**src/rtl/txt_pkg.sv**
```systemverilog
// Shared types and helpers for the text-mode rasteriser: FSM state codes,
// character attributes and the interleaved text-page row mapping.
package txt_pkg;

  typedef logic [2:0] state_t;

  localparam state_t IDLE       = 3'd0;
  localparam state_t FETCH_TXT  = 3'd1;
  localparam state_t WAIT_TXT   = 3'd2;
  localparam state_t WAIT_GLYPH = 3'd3;
  localparam state_t EMIT       = 3'd4;
  localparam state_t DONE       = 3'd5;

  typedef enum logic [1:0] {
    NORMAL  = 2'd0,
    INVERSE = 2'd1,
    FLASH   = 2'd2
  } attr_e;

  localparam logic [15:0] TXT_ROW_STRIDE   = 16'h0080;
  localparam logic [15:0] TXT_THIRD_STRIDE = 16'h0028;

  // Rows within a group of eight are 'h80 apart; each group of eight is 'h28 further on.
  function automatic logic [15:0] txt_row_base(input logic [15:0] r);
    return ({13'd0, r[2:0]} * TXT_ROW_STRIDE) + ((r >> 3) * TXT_THIRD_STRIDE);
  endfunction

  function automatic attr_e attr_of(input logic [7:0] code);
    attr_e a;
    if (code[7]) begin
      a = NORMAL;
    end else if (code[6]) begin
      a = FLASH;
    end else begin
      a = INVERSE;
    end
    return a;
  endfunction

endpackage

```
**src/rtl/txt_raster_if.sv**
```systemverilog
// Bus bundle of the rasteriser: frame control, text RAM, character ROM and
// vram write port. The rasteriser is the master.
interface txt_raster_if #(
  parameter int CROM_W = 11,
  parameter int VADR_W = 16,
  parameter int PIX_W  = 24
);
  logic              start;
  logic              busy;
  logic              done;
  logic [15:0]       txt_adr;
  logic [7:0]        txt_q;
  logic [CROM_W-1:0] crom_adr;
  logic [7:0]        crom_q;
  logic              vram_we;
  logic              vram_ready;
  logic [VADR_W-1:0] vram_wadr;
  logic [PIX_W-1:0]  vram_d;

  modport master (
    input  start, txt_q, crom_q, vram_ready,
    output busy, done, txt_adr, crom_adr, vram_we, vram_wadr, vram_d
  );

  modport slave (
    output start, txt_q, crom_q, vram_ready,
    input  busy, done, txt_adr, crom_adr, vram_we, vram_wadr, vram_d
  );
endinterface

```
**src/rtl/txt_addr_gen.sv**
```systemverilog
// Column / scanline counters of the rasteriser and the text RAM and
// character ROM addresses derived from them.
module txt_addr_gen
  import txt_pkg::*;
#(
  parameter int          COLS     = 40,
  parameter int          ROWS     = 24,
  parameter int          GLYPH_H  = 8,
  parameter logic [15:0] TXT_BASE = 16'h0400,
  localparam int         GH_W     = $clog2(GLYPH_H),
  localparam int         CROM_W   = 8 + GH_W
) (
  input  logic              clk,
  input  logic              reset,
  input  logic              clr,
  input  logic              adv,
  input  logic [7:0]        code,
  output logic [15:0]       txt_adr,
  output logic [CROM_W-1:0] crom_adr,
  output logic              last_char
);

  localparam int C_W = (COLS > 1) ? $clog2(COLS) : 1;
  localparam int Y_W = $clog2(ROWS * GLYPH_H);
  localparam logic [C_W-1:0] COL_LAST = C_W'(COLS - 1);
  localparam logic [Y_W-1:0] Y_LAST   = Y_W'(ROWS * GLYPH_H - 1);

  logic [C_W-1:0] col_q, col_d;
  logic [Y_W-1:0] y_q, y_d;
  logic [15:0]    row_s;

  // Advance column-major within a scanline; wrap to the top after the last character.
  always_comb begin
    col_d = col_q;
    y_d   = y_q;
    if (clr) begin
      col_d = '0;
      y_d   = '0;
    end else if (adv) begin
      if (col_q == COL_LAST) begin
        col_d = '0;
        y_d   = (y_q == Y_LAST) ? '0 : y_q + Y_W'(1);
      end else begin
        col_d = col_q + C_W'(1);
      end
    end else begin
      col_d = col_q;
    end
  end

  always_ff @(posedge clk or negedge reset) begin
    if (!reset) begin
      col_q <= '0;
      y_q   <= '0;
    end else begin
      col_q <= col_d;
      y_q   <= y_d;
    end
  end

  assign row_s     = 16'(y_q >> GH_W);
  assign txt_adr   = TXT_BASE + txt_row_base(row_s) + 16'(col_q);
  assign crom_adr  = {code, y_q[GH_W-1:0]};
  assign last_char = (col_q == COL_LAST) && (y_q == Y_LAST);

endmodule

```
**src/rtl/txt_raster.sv**
```systemverilog
// Text-mode rasteriser: fetches each character and glyph row of the text page
// and writes one pixel per accepted cycle into vram in raster order.
module txt_raster
  import txt_pkg::*;
#(
  parameter int               COLS         = 40,
  parameter int               ROWS         = 24,
  parameter int               GLYPH_W      = 7,
  parameter int               GLYPH_H      = 8,
  parameter int               PIX_W        = 24,
  parameter int               VADR_W       = 16,
  parameter logic [15:0]      TXT_BASE     = 16'h0400,
  parameter logic [PIX_W-1:0] FG           = PIX_W'(24'hffffff),
  parameter logic [PIX_W-1:0] BG           = PIX_W'(24'h000000),
  parameter int               FLASH_FRAMES = 16
) (
  input logic         clk,
  input logic         reset,
  txt_raster_if.master bus
);

  localparam int GH_W   = $clog2(GLYPH_H);
  localparam int CROM_W = 8 + GH_W;
  localparam int I_W    = $clog2(GLYPH_W);
  localparam int FC_W   = $clog2(FLASH_FRAMES + 1);
  localparam logic [I_W-1:0]  PIX_LAST   = I_W'(GLYPH_W - 1);
  localparam logic [FC_W-1:0] FLASH_LAST = FC_W'(FLASH_FRAMES - 1);

  state_t              state_q, state_d;
  logic [7:0]          code_q, code_d;
  logic [7:0]          glyph_q, glyph_d;
  logic                inv_q, inv_d;
  logic [I_W-1:0]      pix_q, pix_d;
  logic                we_q, we_d;
  logic [VADR_W-1:0]   wadr_q, wadr_d;
  logic [PIX_W-1:0]    vd_q, vd_d;
  logic                busy_q, busy_d;
  logic                done_q, done_d;
  logic [FC_W-1:0]     fcnt_q, fcnt_d;
  logic                phase_q, phase_d;

  logic                adv_s, clr_s, last_char_s, inv_s;
  logic [7:0]          code_s;
  logic [15:0]         txt_adr_s;
  logic [CROM_W-1:0]   crom_adr_s;
  attr_e               attr_s;

  function automatic logic [PIX_W-1:0] pixel(input logic [7:0] glyph,
                                             input logic [I_W-1:0] i,
                                             input logic inv);
    logic lit;
    lit = glyph[3'(GLYPH_W - 1) - 3'(i)];
    return (lit ^ inv) ? FG : BG;
  endfunction

  // The ROM address must carry the code during the very cycle txt_q arrives.
  assign code_s = (state_q == WAIT_TXT) ? bus.txt_q : code_q;
  assign attr_s = attr_of(code_q);
  assign inv_s  = (attr_s == INVERSE) || ((attr_s == FLASH) && phase_q);

  txt_addr_gen #(
    .COLS     (COLS),
    .ROWS     (ROWS),
    .GLYPH_H  (GLYPH_H),
    .TXT_BASE (TXT_BASE)
  ) u_addr_gen (
    .clk       (clk),
    .reset     (reset),
    .clr       (clr_s),
    .adv       (adv_s),
    .code      (code_s),
    .txt_adr   (txt_adr_s),
    .crom_adr  (crom_adr_s),
    .last_char (last_char_s)
  );

  // Frame sequencer; the next pixel is preloaded on each accept so outputs stay registered.
  always_comb begin
    state_d = state_q;
    code_d  = code_q;
    glyph_d = glyph_q;
    inv_d   = inv_q;
    pix_d   = pix_q;
    we_d    = we_q;
    wadr_d  = wadr_q;
    vd_d    = vd_q;
    busy_d  = busy_q;
    done_d  = done_q;
    fcnt_d  = fcnt_q;
    phase_d = phase_q;
    adv_s   = 1'b0;
    clr_s   = 1'b0;
    case (state_q)
      IDLE: begin
        if (bus.start) begin
          state_d = FETCH_TXT;
          clr_s   = 1'b1;
          wadr_d  = '0;
          busy_d  = 1'b1;
        end else begin
          state_d = IDLE;
        end
      end
      FETCH_TXT: state_d = WAIT_TXT;
      WAIT_TXT: begin
        code_d  = bus.txt_q;
        state_d = WAIT_GLYPH;
      end
      WAIT_GLYPH: begin
        glyph_d = bus.crom_q;
        inv_d   = inv_s;
        pix_d   = '0;
        vd_d    = pixel(bus.crom_q, '0, inv_s);
        we_d    = 1'b1;
        state_d = EMIT;
      end
      EMIT: begin
        if (bus.vram_ready) begin
          wadr_d = wadr_q + VADR_W'(1);
          if (pix_q == PIX_LAST) begin
            we_d  = 1'b0;
            adv_s = 1'b1;
            if (last_char_s) begin
              state_d = DONE;
              done_d  = 1'b1;
            end else begin
              state_d = FETCH_TXT;
            end
          end else begin
            pix_d = pix_q + I_W'(1);
            vd_d  = pixel(glyph_q, pix_q + I_W'(1), inv_q);
          end
        end else begin
          state_d = EMIT;
        end
      end
      DONE: begin
        done_d  = 1'b0;
        busy_d  = 1'b0;
        state_d = IDLE;
        if (fcnt_q == FLASH_LAST) begin
          fcnt_d  = '0;
          phase_d = ~phase_q;
        end else begin
          fcnt_d = fcnt_q + FC_W'(1);
        end
      end
      default: begin
        state_d = IDLE;
        we_d    = 1'b0;
        busy_d  = 1'b0;
        done_d  = 1'b0;
      end
    endcase
  end

  always_ff @(posedge clk or negedge reset) begin
    if (!reset) begin
      state_q <= IDLE;
      code_q  <= '0;
      glyph_q <= '0;
      inv_q   <= 1'b0;
      pix_q   <= '0;
      we_q    <= 1'b0;
      wadr_q  <= '0;
      vd_q    <= BG;
      busy_q  <= 1'b0;
      done_q  <= 1'b0;
      fcnt_q  <= '0;
      phase_q <= 1'b0;
    end else begin
      state_q <= state_d;
      code_q  <= code_d;
      glyph_q <= glyph_d;
      inv_q   <= inv_d;
      pix_q   <= pix_d;
      we_q    <= we_d;
      wadr_q  <= wadr_d;
      vd_q    <= vd_d;
      busy_q  <= busy_d;
      done_q  <= done_d;
      fcnt_q  <= fcnt_d;
      phase_q <= phase_d;
    end
  end

  assign bus.busy      = busy_q;
  assign bus.done      = done_q;
  assign bus.txt_adr   = txt_adr_s;
  assign bus.crom_adr  = crom_adr_s;
  assign bus.vram_we   = we_q;
  assign bus.vram_wadr = wadr_q;
  assign bus.vram_d    = vd_q;

endmodule

```
**src/flat_wrapper.sv**
```systemverilog
// flat-port wrapper written by rule: the top's interface ports become plain ports
module txt_raster_flat import txt_pkg::*;
#(
  parameter int               COLS         = 40,
  parameter int               ROWS         = 24,
  parameter int               GLYPH_W      = 7,
  parameter int               GLYPH_H      = 8,
  parameter int               PIX_W        = 24,
  parameter int               VADR_W       = 16,
  parameter logic [15:0]      TXT_BASE     = 16'h0400,
  parameter logic [PIX_W-1:0] FG           = PIX_W'(24'hffffff),
  parameter logic [PIX_W-1:0] BG           = PIX_W'(24'h000000),
  parameter int               FLASH_FRAMES = 16
)
  (clk, reset, bus_start, bus_txt_q, bus_crom_q, bus_vram_ready, bus_busy, bus_done, bus_txt_adr, bus_crom_adr, bus_vram_we, bus_vram_wadr, bus_vram_d);
  txt_raster_if #(.VADR_W(VADR_W), .PIX_W(PIX_W)) bus_i ();
  input logic clk;
  input logic reset;
  input wire logic [$bits(bus_i.start)-1:0] bus_start;
  input wire logic [$bits(bus_i.txt_q)-1:0] bus_txt_q;
  input wire logic [$bits(bus_i.crom_q)-1:0] bus_crom_q;
  input wire logic [$bits(bus_i.vram_ready)-1:0] bus_vram_ready;
  output wire logic [$bits(bus_i.busy)-1:0] bus_busy;
  output wire logic [$bits(bus_i.done)-1:0] bus_done;
  output wire logic [$bits(bus_i.txt_adr)-1:0] bus_txt_adr;
  output wire logic [$bits(bus_i.crom_adr)-1:0] bus_crom_adr;
  output wire logic [$bits(bus_i.vram_we)-1:0] bus_vram_we;
  output wire logic [$bits(bus_i.vram_wadr)-1:0] bus_vram_wadr;
  output wire logic [$bits(bus_i.vram_d)-1:0] bus_vram_d;
  assign bus_i.start = bus_start;
  assign bus_i.txt_q = bus_txt_q;
  assign bus_i.crom_q = bus_crom_q;
  assign bus_i.vram_ready = bus_vram_ready;
  assign bus_busy = bus_i.busy;
  assign bus_done = bus_i.done;
  assign bus_txt_adr = bus_i.txt_adr;
  assign bus_crom_adr = bus_i.crom_adr;
  assign bus_vram_we = bus_i.vram_we;
  assign bus_vram_wadr = bus_i.vram_wadr;
  assign bus_vram_d = bus_i.vram_d;
  txt_raster #(.COLS(COLS), .ROWS(ROWS), .GLYPH_W(GLYPH_W), .GLYPH_H(GLYPH_H), .PIX_W(PIX_W), .VADR_W(VADR_W), .TXT_BASE(TXT_BASE), .FG(FG), .BG(BG), .FLASH_FRAMES(FLASH_FRAMES)) u_core (.clk(clk), .reset(reset), .bus(bus_i));
endmodule
```
**config.mk**
```make
export PLATFORM = sky130hd
export DESIGN_NAME = txt_raster_flat
export DESIGN_NICKNAME = d
export VERILOG_FILES = /design/src/rtl/txt_pkg.sv /design/src/rtl/txt_raster_if.sv /design/src/rtl/txt_addr_gen.sv /design/src/rtl/txt_raster.sv /design/src/flat_wrapper.sv
export SDC_FILE = /design/constraint.sdc
export NUM_CORES = 1
export LEC_CHECK = 0
export ABC_CLOCK_PERIOD_IN_PS = 2400
export CAP_MARGIN = 20
export CORE_MARGIN = 5
export CORE_UTILIZATION = 60
export CTS_BUF_LIST = sky130_fd_sc_hd__clkbuf_2
export CTS_CLUSTER_SIZE = 24
export DETAILED_ROUTE_END_ITERATION = 8
export DONT_BUFFER_PORTS = 1
export GPL_TIMING_DRIVEN = 0
export HOLD_SLACK_MARGIN = 0.03
export PLACE_DENSITY = 0.77
export SETUP_SLACK_MARGIN = 0.1
export SYNTH_ARGS = -nofsm -noshare
export SYNTH_HDL_FRONTEND = slang
export SYNTH_HIERARCHICAL = 1
export SYNTH_SLANG_ARGS = --single-unit
```
**constraint.sdc**
```tcl
create_clock -name clk -period 2.4 [get_ports clk]
set_input_delay 0.72 -clock clk [delete_from_list [all_inputs] [get_ports clk]]
set_output_delay 0.72 -clock clk [all_outputs]
set_load 0.01 [all_outputs]
```
==> summary.txt <==
RSZ-0062 raised after global routing -> yes
Slew Limit Fails -> 0
Setup ws final -> -0.329 ns
Most frequent cell after synthesis -> dfrtp_1
Failing checks -> negative setup slack
Ant diodes -> 0
Setup TNS -> -2.00 ns
Fin area -> 0.00423 mm²
Comb power frac -> 48.4%
Finished Layout Cells -> 474
XOR/XNOR share of the synthesized area -> 5.19%
Ys flop type -> dfrtp_1
Yosys top cell by area -> dfrtp_1
Syn_area_per_cell -> 10.2 µm²
PD cells -> 929 mW/mm²
Layout fillers -> 439
Die area -> 0.00772 mm²
Global-route wire length before repair -> 12.5 mm
Simple-Gate Fraction of Synth Area -> 18.9%
Crit-path max FO -> 2
Min Hold Slack -> 0.0910 ns
Die W -> 87.9 µm
First-pass DRT Iterations -> 4
Row cnt -> 28
Worst VDD drop -> 0.928 mV
Vias per cell -> 5.72
Adder-Cell Fraction of Synth Area -> 3.65%
Internal reg-to-reg setup slack -> 0.18 ns
Crit path time final -> 2.73 ns
Max Cap Viol -> 0
DR WL/cell -> 16.9 µm
Synth Instances -> 356
WS Path Type -> flop to output pin
Initial antenna violation count -> 0
Pwr Total -> 3.93 mW
Place WS -> -0.0723 ns
GP Congestion -> 0.780
Worst Setup Start Kind -> flop
CP Data Required Time -> 1.68 ns
Sequential share of power -> 39.4%
Via count -> 2,713
Share of flip-flops with an asynchronous set or reset -> 100%
Main combinational cell family by area after synthesis -> simple AND/OR/NAND/NOR gates
Leakage -> 2.01 nW
Synth-to-Final Area Change -> 16.3%
Worst-case clock skew -> 0.0178 ns
Synth cell count leaders -> dfrtp_1, buf_4, nand2_1
Synth warn -> 6
R2r startpoint -> u_core/state_q[1]$_DFFE_PN0P_
IO Port Bufs -> 0
Post-DP Area -> 0.00374 mm²
Worst-Skew Late Latency -> 0.47 ns
CTS tree -> built
RR Endpoint -> u_core/u_addr_gen/y_q[6]$_DFFE_PN0P_
Synth Area in Compound Gates -> 9.49%
Worst-path clk slew -> 0.17 ns
Cell total after placement -> 434
CP Launch Point -> u_core/u_addr_gen/y_q[6]$_DFFE_PN0P_
Core Util, Final -> 71.5%
Crit share post-route -> 114%
Yosys top cell area share -> 43.3%
Nets -> 426
Post-synth EDFFs -> 0
Worst hold path class -> input port to async pin
Grt ovf -> 0
Library cells used by synthesis -> 58
Finish-stage setup viols -> 13
Starting DRC count in detailed routing -> 103
Switching power -> 1.43 mW
Sequential share of the synthesized area -> 43.3%
Post-synthesis mux area share -> 8.01%
Total routed wirelength -> 8.03 mm
Synth Cell Area -> 0.00364 mm²
Initial Util -> 61.5%
Post-DP HPWL -> 5.25 mm
Root buffer cell -> clkbuf_2
Clk buf depth -> 2
DRC -> 0
Clock Power Share -> 12.2%
Peak Freq -> 0.366 GHz
Share of layout cells above drive strength 1 -> 35.6%
Num ports -> 90
Crit. End Element -> output pin
Global Route Usage Sum -> 20.8%
CTS sink cnt -> 63
Synth Register Bits -> 63
Setup crit end -> bus_txt_adr[7]
Status -> finished with violations
DIE HEIGHT -> 87.9 µm
Worst R2R Path Depth -> 12
Largest net degree at the start of global routing -> 64
Sw Ratio -> 36.5%
Number of global-route vias before repair -> 2,605
H-tree levels -> 3
CP arrival -> 2.01 ns
Cts bufs inserted -> 9
Int Pwr -> 2.50 mW
Area contributors post-synth -> dfrtp_1, buf_4, mux2_2, a21oi_1, ha_1
Final hold vios -> 0
Post-route antenna net violation count -> 0
Core area -> 0.00592 mm²
[cells in the final DEF (no fill, tap or decap), drive strengths merged, types with 12 or more instances in the layout]
cell    instances
nor2           26
xor2           12
nand2          27
nand3          15
mux2           18
dfrtp          63
o21ai          14
clkbuf         15
a21oi          23
buf            74
[worst max-delay path, cell delays in order (launching register included)]
cell     delay (ns)
dfrtp_2        0.47
ha_4           0.18
fa_2           0.36
a21o_1         0.20
nand2_2        0.08
buf_4          0.12
xnor2_2        0.13
[registers in the layout, indices dropped and copies added (netlist names), 3 cells and up]
signal / flops
u_core/bus.vram_wadr: 16
u_core/fcnt_q: 5
u_core/u_addr_gen/col_q: 6
u_core/pix_q: 3
u_core/state_q: 3
u_core/glyph_q: 8
u_core/code_q: 8
u_core/u_addr_gen/y_q: 8
[worst min-delay path by stage]
stage	start	endpoint	slack, ns	cells past startpoint
6_report	reset	u_core/u_addr_gen/y_q[4]$_DFFE_PN0P_	0.09	1
5_1_grt	reset	u_core/u_addr_gen/y_q[4]$_DFFE_PN0P_	0.04	1
4_1_cts	reset	u_core/u_addr_gen/col_q[5]$_DFFE_PN0P_	0.07	1
3_5_place_dp	reset	u_core/u_addr_gen/col_q[5]$_DFFE_PN0P_	0.43	0
3_3_place_gp	reset	u_core/u_addr_gen/col_q[4]$_DFFE_PN0P_	0.43	0
2_1_floorplan	reset	u_core/bus.busy$_DFFE_PN0P_	0.42	0
[timing repair]
action,4_1_cts,5_1_grt
hold buffers,1,0
pin swaps,11,6
gates cloned,1,0
buffers inserted,13,12
gates resized for setup,40,12
endpoints found under the setup margin,51,26
endpoints found under the hold margin,63,0
[power by group through the flow]
| stage | registers, mW | logic (mW) | clock network (mW) |
|---|---|---|---|
| final | 1.55 | 1.91 | 0.478 |
| after global routing | 1.59 | 2.06 | 0.539 |
| after CTS | 1.54 | 1.80 | 0.494 |
| after detailed placement | 1.57 | 1.48 | 0 |
| after global placement | 1.55 | 1.45 | 0 |
| after floorplan | 1.50 | 1.30 | 0 |
[area by class of cell]
class / count / area (µm²) / share of cell area, %
clock buffer: 11 / 55.1 / 1.30
timing repair buffer: 26 / 219 / 5.17
clock inverter: 3 / 12.5 / 0.296
multi-input combinational: 236 / 1810 / 42.7
inverter: 8 / 30.0 / 0.709
sequential: 63 / 1580 / 37.4
tap: 75 / 93.8 / 2.22
buffer: 52 / 433 / 10.2
[per-layer routing]
metal  track usage, %  vias to the layer above  wire (µm)
li1                 -                     1288          -
met1             25.1                     1330       3330
met2             34.5                       89       4060
met3             8.56                        6        594
met4             5.16                        0         55
met5                0                        -          0
[kinds of logic after synthesis]
| logic type | count (synthesis) |
|---|---|
| AO/OA/AOI/OAI | 58 |
| XOR/XNOR | 20 |
| adder cells (fa/ha/maj) | 10 |
| buffers and inverters | 61 |
| flip-flops | 63 |
| multiplexers | 24 |
| other | 1 |
| AND/OR/NAND/NOR | 119 |
No activity file was read; power rests on OpenSTA's default activity.
